<file path="config.mk">
export PLATFORM = sky130hd
export DESIGN_NAME = output_port_arbiter
export DESIGN_NICKNAME = d
export VERILOG_FILES = /design/src/rtl/output_port_arbiter_pkg.sv /design/src/rtl/output_port_arbiter_pick.sv /design/src/rtl/output_port_arbiter.sv
export SDC_FILE = /design/constraint.sdc
export NUM_CORES = 1
export LEC_CHECK = 0
export ABC_AREA = 1
export CAP_MARGIN = 20
export CORE_AREA = 2 2 352 354
export CTS_CLUSTER_SIZE = 16
export DETAILED_ROUTE_END_ITERATION = 8
export DIE_AREA = 0 0 354 356
export HOLD_SLACK_MARGIN = 0.1
export PLACE_DENSITY = 0.3
export SKIP_LAST_GASP = 1
export SYNTH_ARGS = -nofsm -noshare
export SYNTH_HDL_FRONTEND = slang
export SYNTH_HIERARCHICAL = 1
export SYNTH_SLANG_ARGS = --single-unit
</file>
<file path="constraint.sdc">
create_clock -name clk_bft -period 10.9 [get_ports clk_bft]
set_clock_uncertainty 0.1 [all_clocks]
set_input_delay 1.635 -clock clk_bft [delete_from_list [all_inputs] [get_ports clk_bft]]
set_output_delay 1.635 -clock clk_bft [all_outputs]
set_load 0.1 [all_outputs]
</file>
<file path="src/rtl/output_port_arbiter_pkg.sv">
// Shared constants and helpers for the output port arbiter.
// Holds the FSM encoding, pointer-width helper and valid-bit index helper.
package output_port_arbiter_pkg;

    localparam logic [0:0] ST_IDLE  = 1'b0;
    localparam logic [0:0] ST_GRANT = 1'b1;

    function automatic int ptr_bits(input int n);
        return (n <= 2) ? 1 : $clog2(n);
    endfunction

    function automatic int vld_bit(input int pb);
        return pb - 1;
    endfunction

endpackage

</file>
<file path="src/rtl/output_port_arbiter_pick.sv">
// Combinational round-robin search: first set request at or after start_i,
// wrapping modulo NUM_PORTS.
module rr_priority_pick
    import output_port_arbiter_pkg::*;
#(
    parameter int NUM_PORTS = 8,
    parameter int PTR_BITS  = ptr_bits(NUM_PORTS)
) (
    input  logic [NUM_PORTS-1:0] req_i,
    input  logic [PTR_BITS-1:0]  start_i,
    output logic                 found_o,
    output logic [PTR_BITS-1:0]  idx_o
);

    logic [PTR_BITS:0] pos;

    // Walk from the farthest offset down so the nearest request wins.
    always_comb begin
        found_o = 1'b0;
        idx_o   = '0;
        pos     = '0;
        for (int k = NUM_PORTS - 1; k >= 0; k--) begin
            pos = {1'b0, start_i} + (PTR_BITS+1)'(k);
            if (pos >= (PTR_BITS+1)'(NUM_PORTS))
                pos = pos - (PTR_BITS+1)'(NUM_PORTS);
            if (req_i[pos[PTR_BITS-1:0]]) begin
                found_o = 1'b1;
                idx_o   = pos[PTR_BITS-1:0];
            end
        end
    end

endmodule

</file>
<file path="src/rtl/output_port_arbiter.sv">
// Round-robin burst scheduler sharing one BFT injection path between
// Output_Port instances; merges their outputs into one registered stream.
module output_port_arbiter
    import output_port_arbiter_pkg::*;
#(
    parameter int NUM_PORTS   = 8,
    parameter int PACKET_BITS = 97,
    parameter int MAX_BURST   = 4,
    parameter int STALL_LIMIT = 3,
    localparam int PTR_BITS   = ptr_bits(NUM_PORTS)
) (
    input  logic                             clk_bft,
    input  logic                             reset_bft,
    input  logic [NUM_PORTS-1:0]             empty,
    input  logic [NUM_PORTS*PACKET_BITS-1:0] internal_out_flat,
    input  logic                             out_ready,
    output logic [NUM_PORTS-1:0]             rd_en_sel,
    output logic [PACKET_BITS-1:0]           packet_out,
    output logic                             packet_vld,
    output logic [PTR_BITS-1:0]              grant_idx,
    output logic                             collision_err
);

    localparam int VLD = vld_bit(PACKET_BITS);

    logic [0:0]             state_q, state_d;
    logic [PTR_BITS-1:0]    rr_ptr_q, rr_ptr_d;
    logic [PTR_BITS-1:0]    grant_q, grant_d;
    logic [3:0]             burst_q, burst_d;
    logic [3:0]             miss_q, miss_d;
    logic                   issue_q;
    logic [PACKET_BITS-1:0] pkt_q;
    logic                   coll_q;

    logic [PACKET_BITS-1:0] merged;
    logic [NUM_PORTS-1:0]   vld_vec;
    logic                   multi_vld;
    logic                   pick_found;
    logic [PTR_BITS-1:0]    pick_idx;
    logic [PTR_BITS-1:0]    nxt_ptr;
    logic                   issue, hit, miss, leave;

    rr_priority_pick #(
        .NUM_PORTS (NUM_PORTS),
        .PTR_BITS  (PTR_BITS)
    ) u_pick (
        .req_i   (~empty),
        .start_i (rr_ptr_q),
        .found_o (pick_found),
        .idx_o   (pick_idx)
    );

    always_comb begin
        merged  = '0;
        vld_vec = '0;
        for (int i = 0; i < NUM_PORTS; i++) begin
            merged     = merged | internal_out_flat[i*PACKET_BITS +: PACKET_BITS];
            vld_vec[i] = internal_out_flat[i*PACKET_BITS + VLD];
        end
    end

    // More than one valid bit: clearing the lowest set bit leaves something.
    assign multi_vld = |(vld_vec & (vld_vec - 1'b1));

    assign issue = (state_q == ST_GRANT) && out_ready && !empty[grant_q];
    assign hit   = issue_q && vld_vec[grant_q];
    assign miss  = issue_q && !vld_vec[grant_q];

    assign nxt_ptr = (grant_q == PTR_BITS'(NUM_PORTS - 1)) ?
                     '0 : grant_q + 1'b1;

    assign leave = (empty[grant_q] && !issue)
                || (issue && burst_q == 4'(MAX_BURST - 1))
                || (miss && miss_q == 4'(STALL_LIMIT - 1));

    always_comb begin
        state_d  = state_q;
        rr_ptr_d = rr_ptr_q;
        grant_d  = grant_q;
        burst_d  = burst_q;
        miss_d   = miss_q;
        unique case (state_q)
            ST_IDLE: begin
                if (out_ready && pick_found) begin
                    grant_d = pick_idx;
                    burst_d = '0;
                    miss_d  = '0;
                    state_d = ST_GRANT;
                end
            end
            ST_GRANT: begin
                if (issue)
                    burst_d = burst_q + 1'b1;
                if (hit)
                    miss_d = '0;
                else if (miss && miss_q != 4'hF)
                    miss_d = miss_q + 1'b1;
                if (leave) begin
                    state_d  = ST_IDLE;
                    rr_ptr_d = nxt_ptr;
                end
            end
            default: state_d = ST_IDLE;
        endcase
    end

    always_ff @(posedge clk_bft or posedge reset_bft) begin
        if (reset_bft) begin
            state_q  <= ST_IDLE;
            rr_ptr_q <= '0;
            grant_q  <= '0;
            burst_q  <= '0;
            miss_q   <= '0;
            issue_q  <= 1'b0;
            pkt_q    <= '0;
            coll_q   <= 1'b0;
        end else begin
            state_q  <= state_d;
            rr_ptr_q <= rr_ptr_d;
            grant_q  <= grant_d;
            burst_q  <= burst_d;
            miss_q   <= miss_d;
            issue_q  <= issue;
            pkt_q    <= merged;
            coll_q   <= coll_q | multi_vld;
        end
    end

    assign rd_en_sel     = issue ? (NUM_PORTS'(1) << grant_q) : '0;
    assign packet_out    = pkt_q;
    assign packet_vld    = pkt_q[VLD];
    assign grant_idx     = grant_q;
    assign collision_err = coll_q;

endmodule
</file>
==> flow_summary.ini, run 1 <==
[place]
dp_hpwl_um = 68400
place_inst = 3231
port_buffers = 896
place_congestion = 0.939

[setup_path]
r2r_start = rr_ptr_q[1]
worst_setup_path_start_kind = primary input
worstReg2RegEnd = burst_q[0]
path_class = primary input to output pin
slowest_delay_ns = 1.17
cp-end-kind = output pin
reg2regPathDepth = 13
crit_arrival_ns = 4.21
path_common_cell = clkdlybuf4s50_1
cp_cell_sequence = clkdlybuf4s50_1, inv_1, nand2_1, nand3_1, o21ai_1, nand2_2, nand2_4, nor2_8, inv_4, nor3_1, clkdlybuf4s50_1
cp.required_ns = 9.17
crit_slowest_cell = clkdlybuf4s50_1
critPathMaxFanout = 8
r2r_slack_ns = 7.91

[sta]
setup_violations = 0
rsz0062_at_grt = false
fmax_mhz = 168
tightest_slew_ns = 1.40
post-route-period-util_pct = 54.6
final_max_slew_viol_count = 0
hold-worst-slack_ns = 0.428
period_needed_ns = 5.95
setup_tns_ns = 0
hold_viol_final = 0
relSlewSlack_pct = 5.72

[cts]
cts_resized = 0
cts_tree = built
htreeDepth = 4
cts.sinks = 114
clock-root-buffer = clkbuf_16
hold_buffers = 0
insertion_delay_ns = 0.48
clk_pin_slew_ns = 0.06
cts.path.max_buffers = 2
post_cts_buffers = 0
cts_buffers = 17

[floorplan]
die_w_um = 354
io_pins = 897
core_area_sq_um = 123000
die_area_sq_um = 126000
placement_rows = 129
die_y_um = 356
start_util_pct = 4.91

[synthesis]
syn_nets = 1491
synth_cells = 693
synth-edff-count = 0
yosys-top-cells-area = dfrtp_1 (47%), nor4_1 (20%), nand2_1 (11%), nand3_1 (3.8%), ha_1 (2.3%)
post-synth-top-count-cell = nor4_1
yosysTopAreaCell = dfrtp_1
syn_avg_cell_area_sq_um = 8.70
ys_warn_count = 6
synth_commonest_cells = nor4_1 (193), nand2_1 (180), dfrtp_1 (114)
synth_top_area_share_pct = 47.3
ys.flop_type = dfrtp_1
synth-seq-cells = 114
yosysUniqueCellTypes = 35
postSynth.asyncResetShare_pct = 100
synth_area_sq_um = 6030
synth.yosys.seq_area_share_pct = 47.3

[global_routing]
grt_pass1_vias = 10400
grt_antenna_before_repair = 48
overflow = 0
grt_pass1_wl_um = 95300
grt_max_degree = 67
track_usage_pct = 11.6

[worst_hold_path]
hold_depth = 2
hp-start = burst_q[1]
hold_path.class = flop to flop
whs_endpoint = burst_q[1]

[job]
timing.max_cap.violations = 0

[final_layout]
fin_util_pct = 14.4
final_layout_size_suffix_gt1_share_pct = 7.50
final_cell_count_no_fill = 3265
syn_to_final_growth_pct = 193
nNetsFinal = 2412

[drt]
drt_pass1_iterations = 5
vias = 9405
antenna_left = 0
wirelength_um = 75200
post_drt_wl_per_cell_um = 23.0
drc = 0
viasPerCell = 2.88
drtIter0Drc = 425

[status]
status = finished, final reports clean

[power_and_ir_drop]
vdd_drop_max_mv = 0.117
total_power_uw = 2100
power.leakage_uw = 0.00591
powerDensity_nw_per_um2 = 119
report_power, final:
group	total [uW]	leakage, uW	switching, uW	internal [uW]
registers	497	0.00107	54.2	443
clock network	643	0.000287	275	368
logic	960	0.00455	514	446
total	2100	0.00591	843	1260
through the flow:
stage	area (sq um)	setup WS, ns
floorplan	6030	4.84
global placement	17000	4.97
detailed placement	17000	4.93
CTS	17600	4.91
global route	17600	4.81
finish	17600	4.95
cells by family after synthesis:
kind of cell,count (synthesis),synth area share (%)
xor gates and xnor gates,4,0.893
DFF,114,47.3
adders and majority gates,11,2.28
and+or+nand+nor,488,43.0
AOI/OAI and AO/OA,24,2.26
buffers and inverters,52,4.25
cell usage in the layout (no fill, tap or decap), types with 2 or more instances in the layout:
master and count:
nand3_1 46, o21ai_1 3, inv_1 34, buf_2 7, nand2_2 15, nand2_1 180, dfrtp_1 114, inv_4 2
nor4_1 191, inv_8 3, clkbuf_16 17, nand3_2 13, nand4_1 3, nor4_2 2, nand2_4 4, clkinvlp_4 5
nor3_1 4, clkdlybuf4s50_1 875, nor2_1 19, inv_2 6, o21ai_0 7, nand3b_1 2, clkinv_4 2, buf_4 26
inv_6 3, xnor2_1 2, nor2_2 3, nor2_4 2, a21oi_1 9, bufinv_16 3, ha_1 11
worst max-delay path, delay by kind of cell:
| kind | cells | cell delay (ns) |
|---|---|---|
| AND/OR/NAND/NOR | 6 | 0.68 |
| AO/OA/AOI/OAI | 1 | 0.08 |
| buffers and inverters | 4 | 1.81 |
flip-flops by register name, indices dropped and copies added (netlist names):
signal / count
collision_err: 1
rr_ptr_q: 3
issue_q: 1
grant_idx: 3
burst_q: 4
state_q: 1
packet_out: 97
miss_q: 4
cell type report:
class	instances	area [sq um]
Clock inverter	14	179
Antenna cell	1	2.50
Inverter	45	194
Clock buffer	18	439
Tap cell	1637	2050
Multi-Input combinational cell	527	2930
Timing Repair Buffer	909	8990
Sequential cell	114	2850
Fill cell	13900	105000
per-layer routing:
| layer | global-route usage [%] | wire length [um] |
|---|---|---|
| met2 | 20.3 | 37500 |
| met5 | 0 | 272 |
| met3 | 5.79 | 8090 |
| met4 | 1.81 | 841 |
| met1 | 12.7 | 28500 |
worst max path at each step:
stage / depth (start not counted) / slack [ns] / start / end
global route: 11 / 4.81 / empty[1] / rd_en_sel[0]
detailed placement: 11 / 4.93 / empty[1] / rd_en_sel[0]
global placement: 11 / 4.97 / empty[1] / rd_en_sel[0]
CTS: 11 / 4.91 / empty[1] / rd_en_sel[0]
finish: 11 / 4.95 / empty[1] / rd_en_sel[0]
floorplan: 9 / 4.84 / empty[1] / rd_en_sel[0]
Power figures use the tool's default switching activity.
==> run 2: changes to the inputs <==
CORE_AREA = 2 2 345 347   (was 2 2 352 354)
DIE_AREA = 0 0 347 349   (was 0 0 354 356)
clock period = 5.9 ns   (was 10.9 ns; I/O delays follow)
==> run 2 against run 1 <==
  * Cell count decreased by 3.1%
  * Setup slack worse by 2.7 ns
  * Clock power grew 70%
  * First-iteration DRC count fell by 3.3%
  * Non-clock buffer count decreased by 10
  * Global-route usage is essentially flat
  * Largest cell class unchanged
  * Largest power group unchanged
==> flow_summary.ini, run 2 (synthesis results as in run 1) <==
[cts]
cts.path.max_buffers = 2
clock-root-buffer = clkbuf_16
htreeDepth = 4
clk_pin_slew_ns = 0.06
cts_resized = 0
cts.sinks = 114
insertion_delay_ns = 0.49
post_cts_buffers = 0
cts_buffers = 17
hold_buffers = 0
cts_tree = built

[floorplan]
placement_rows = 126
die_area_sq_um = 121000
die_w_um = 347
die_y_um = 349
start_util_pct = 5.13
core_area_sq_um = 117000
io_pins = 897

[final_layout]
final_layout_size_suffix_gt1_share_pct = 7.30
postLayoutCellArea_sq_um = 17400
nNetsFinal = 2402
fin_util_pct = 14.8
layout_commonest_cell = clkdlybuf4s50_1
largest_register_ffs = 97
syn_to_final_growth_pct = 189
layout_common_cells = clkdlybuf4s50_1 (866), nor4_1 (193), nand2_1 (180)

[sta]
hold_viol_final = 0
rsz0062_at_grt = false
post-route-period-util_pct = 61.8
tightest_slew_ns = 1.13
setup_slack_ns = 2.25
fmax_mhz = 274
period_needed_ns = 3.65
setup_violations = 0
final_max_slew_viol_count = 0
relSlewSlack_pct = 23.9
setup_tns_ns = 0

[place]
post-place-ws_ns = 2.20
port_buffers = 896
dpl_cell_area_sq_um = 16800
place_congestion = 0.944
dp_hpwl_um = 65600

[power_and_ir_drop]
total_power_uw = 3780
p_seq_share_pct = 24.5
switching_share_pct = 41.1
power_switching_uw = 1560
powerDensity_nw_per_um2 = 217
pwr-share-clk_pct = 28.7
power.leakage_uw = 0.00586
internal_power_uw = 2230
vdd_drop_max_mv = 0.236
comb_power_share_pct = 46.8

[setup_path]
r2r_slack_ns = 2.88
startpoint = empty[1]
worst_setup_path_start_kind = primary input
cp-end-kind = output pin
path_class = primary input to output pin
crit_arrival_ns = 2.66
cp_cell_sequence = clkdlybuf4s50_1, inv_1, nand2_1, nand3_1, o21ai_1, nand2_2, nand2_4, nor2_8, nand2_1, nor2_1, buf_4
r2r_start = rr_ptr_q[1]
critPathMaxFanout = 8
cp.required_ns = 4.91
crit_slowest_cell = clkdlybuf4s50_1
path_common_cell = nand2_1
slowest_delay_ns = 0.40

[drt]
wirelength_um = 72500
vias = 9434
viasPerCell = 2.98
antenna_left = 0
drc = 0
drt_pass1_iterations = 5
post_drt_wl_per_cell_um = 22.9
drtIter0Drc = 411

[global_routing]
overflow = 0
grt_pass1_wl_um = 91400
grt_antenna_before_repair = 44
grt_pass1_vias = 10300
track_usage_pct = 11.5
grt_max_degree = 68

[status]
status = finished, final reports clean

[job]
timing.max_cap.violations = 0

[worst_hold_path]
hp-start = burst_q[1]
hold_path.class = flop to flop
## run 2: final timing paths
path                                   to  depth (start not counted)
max in group asynchronous  packet_out[70]                          3
min reg2reg                    burst_q[1]                          2
max                          rd_en_sel[5]                         11
min in group asynchronous  packet_out[14]                          2
max reg2reg                    burst_q[0]                         14
min                            burst_q[1]                          2
## run 2: worst max-delay path: cells and delay by family
| kind | cells | cell delay [ns] |
|---|---|---|
| AO/OA/AOI/OAI | 1 | 0.11 |
| buffers and inverters | 3 | 0.84 |
| AND/OR/NAND/NOR | 7 | 0.81 |
## run 2: layer usage
layer	track usage, %	routed length (um)
met1	11.7	25900
met2	19.5	35200
met3	7.10	9380
met4	3.84	1800
met5	0	204
## run 2: power groups by stage
stage	logic (uW)	registers [uW]	clock network, uW
final	1770	926	1090
after global routing	1920	937	1180
after CTS	1780	931	1170
after detailed placement	1770	946	0
after global placement	1780	944	0
after floorplan	921	948	0
## run 2: final cells by class
type	instances	area [sq um]
diodes	11	27.5
clock buffers	18	429
clock inverters	14	131
fillers	13200	100000
inverters	45	194
multi-input cells	527	2920
flip-flops and latches	114	2850
well taps	1536	1920
repair buffers	899	8940
## run 2: per-stage QoR
step	hold WS [ns]	cells
after floorplan	0.364	693
final	0.434	3164
after detailed placement	0.413	3121
after global routing	0.454	3160
after global placement	0.389	3121
after CTS	0.430	3153
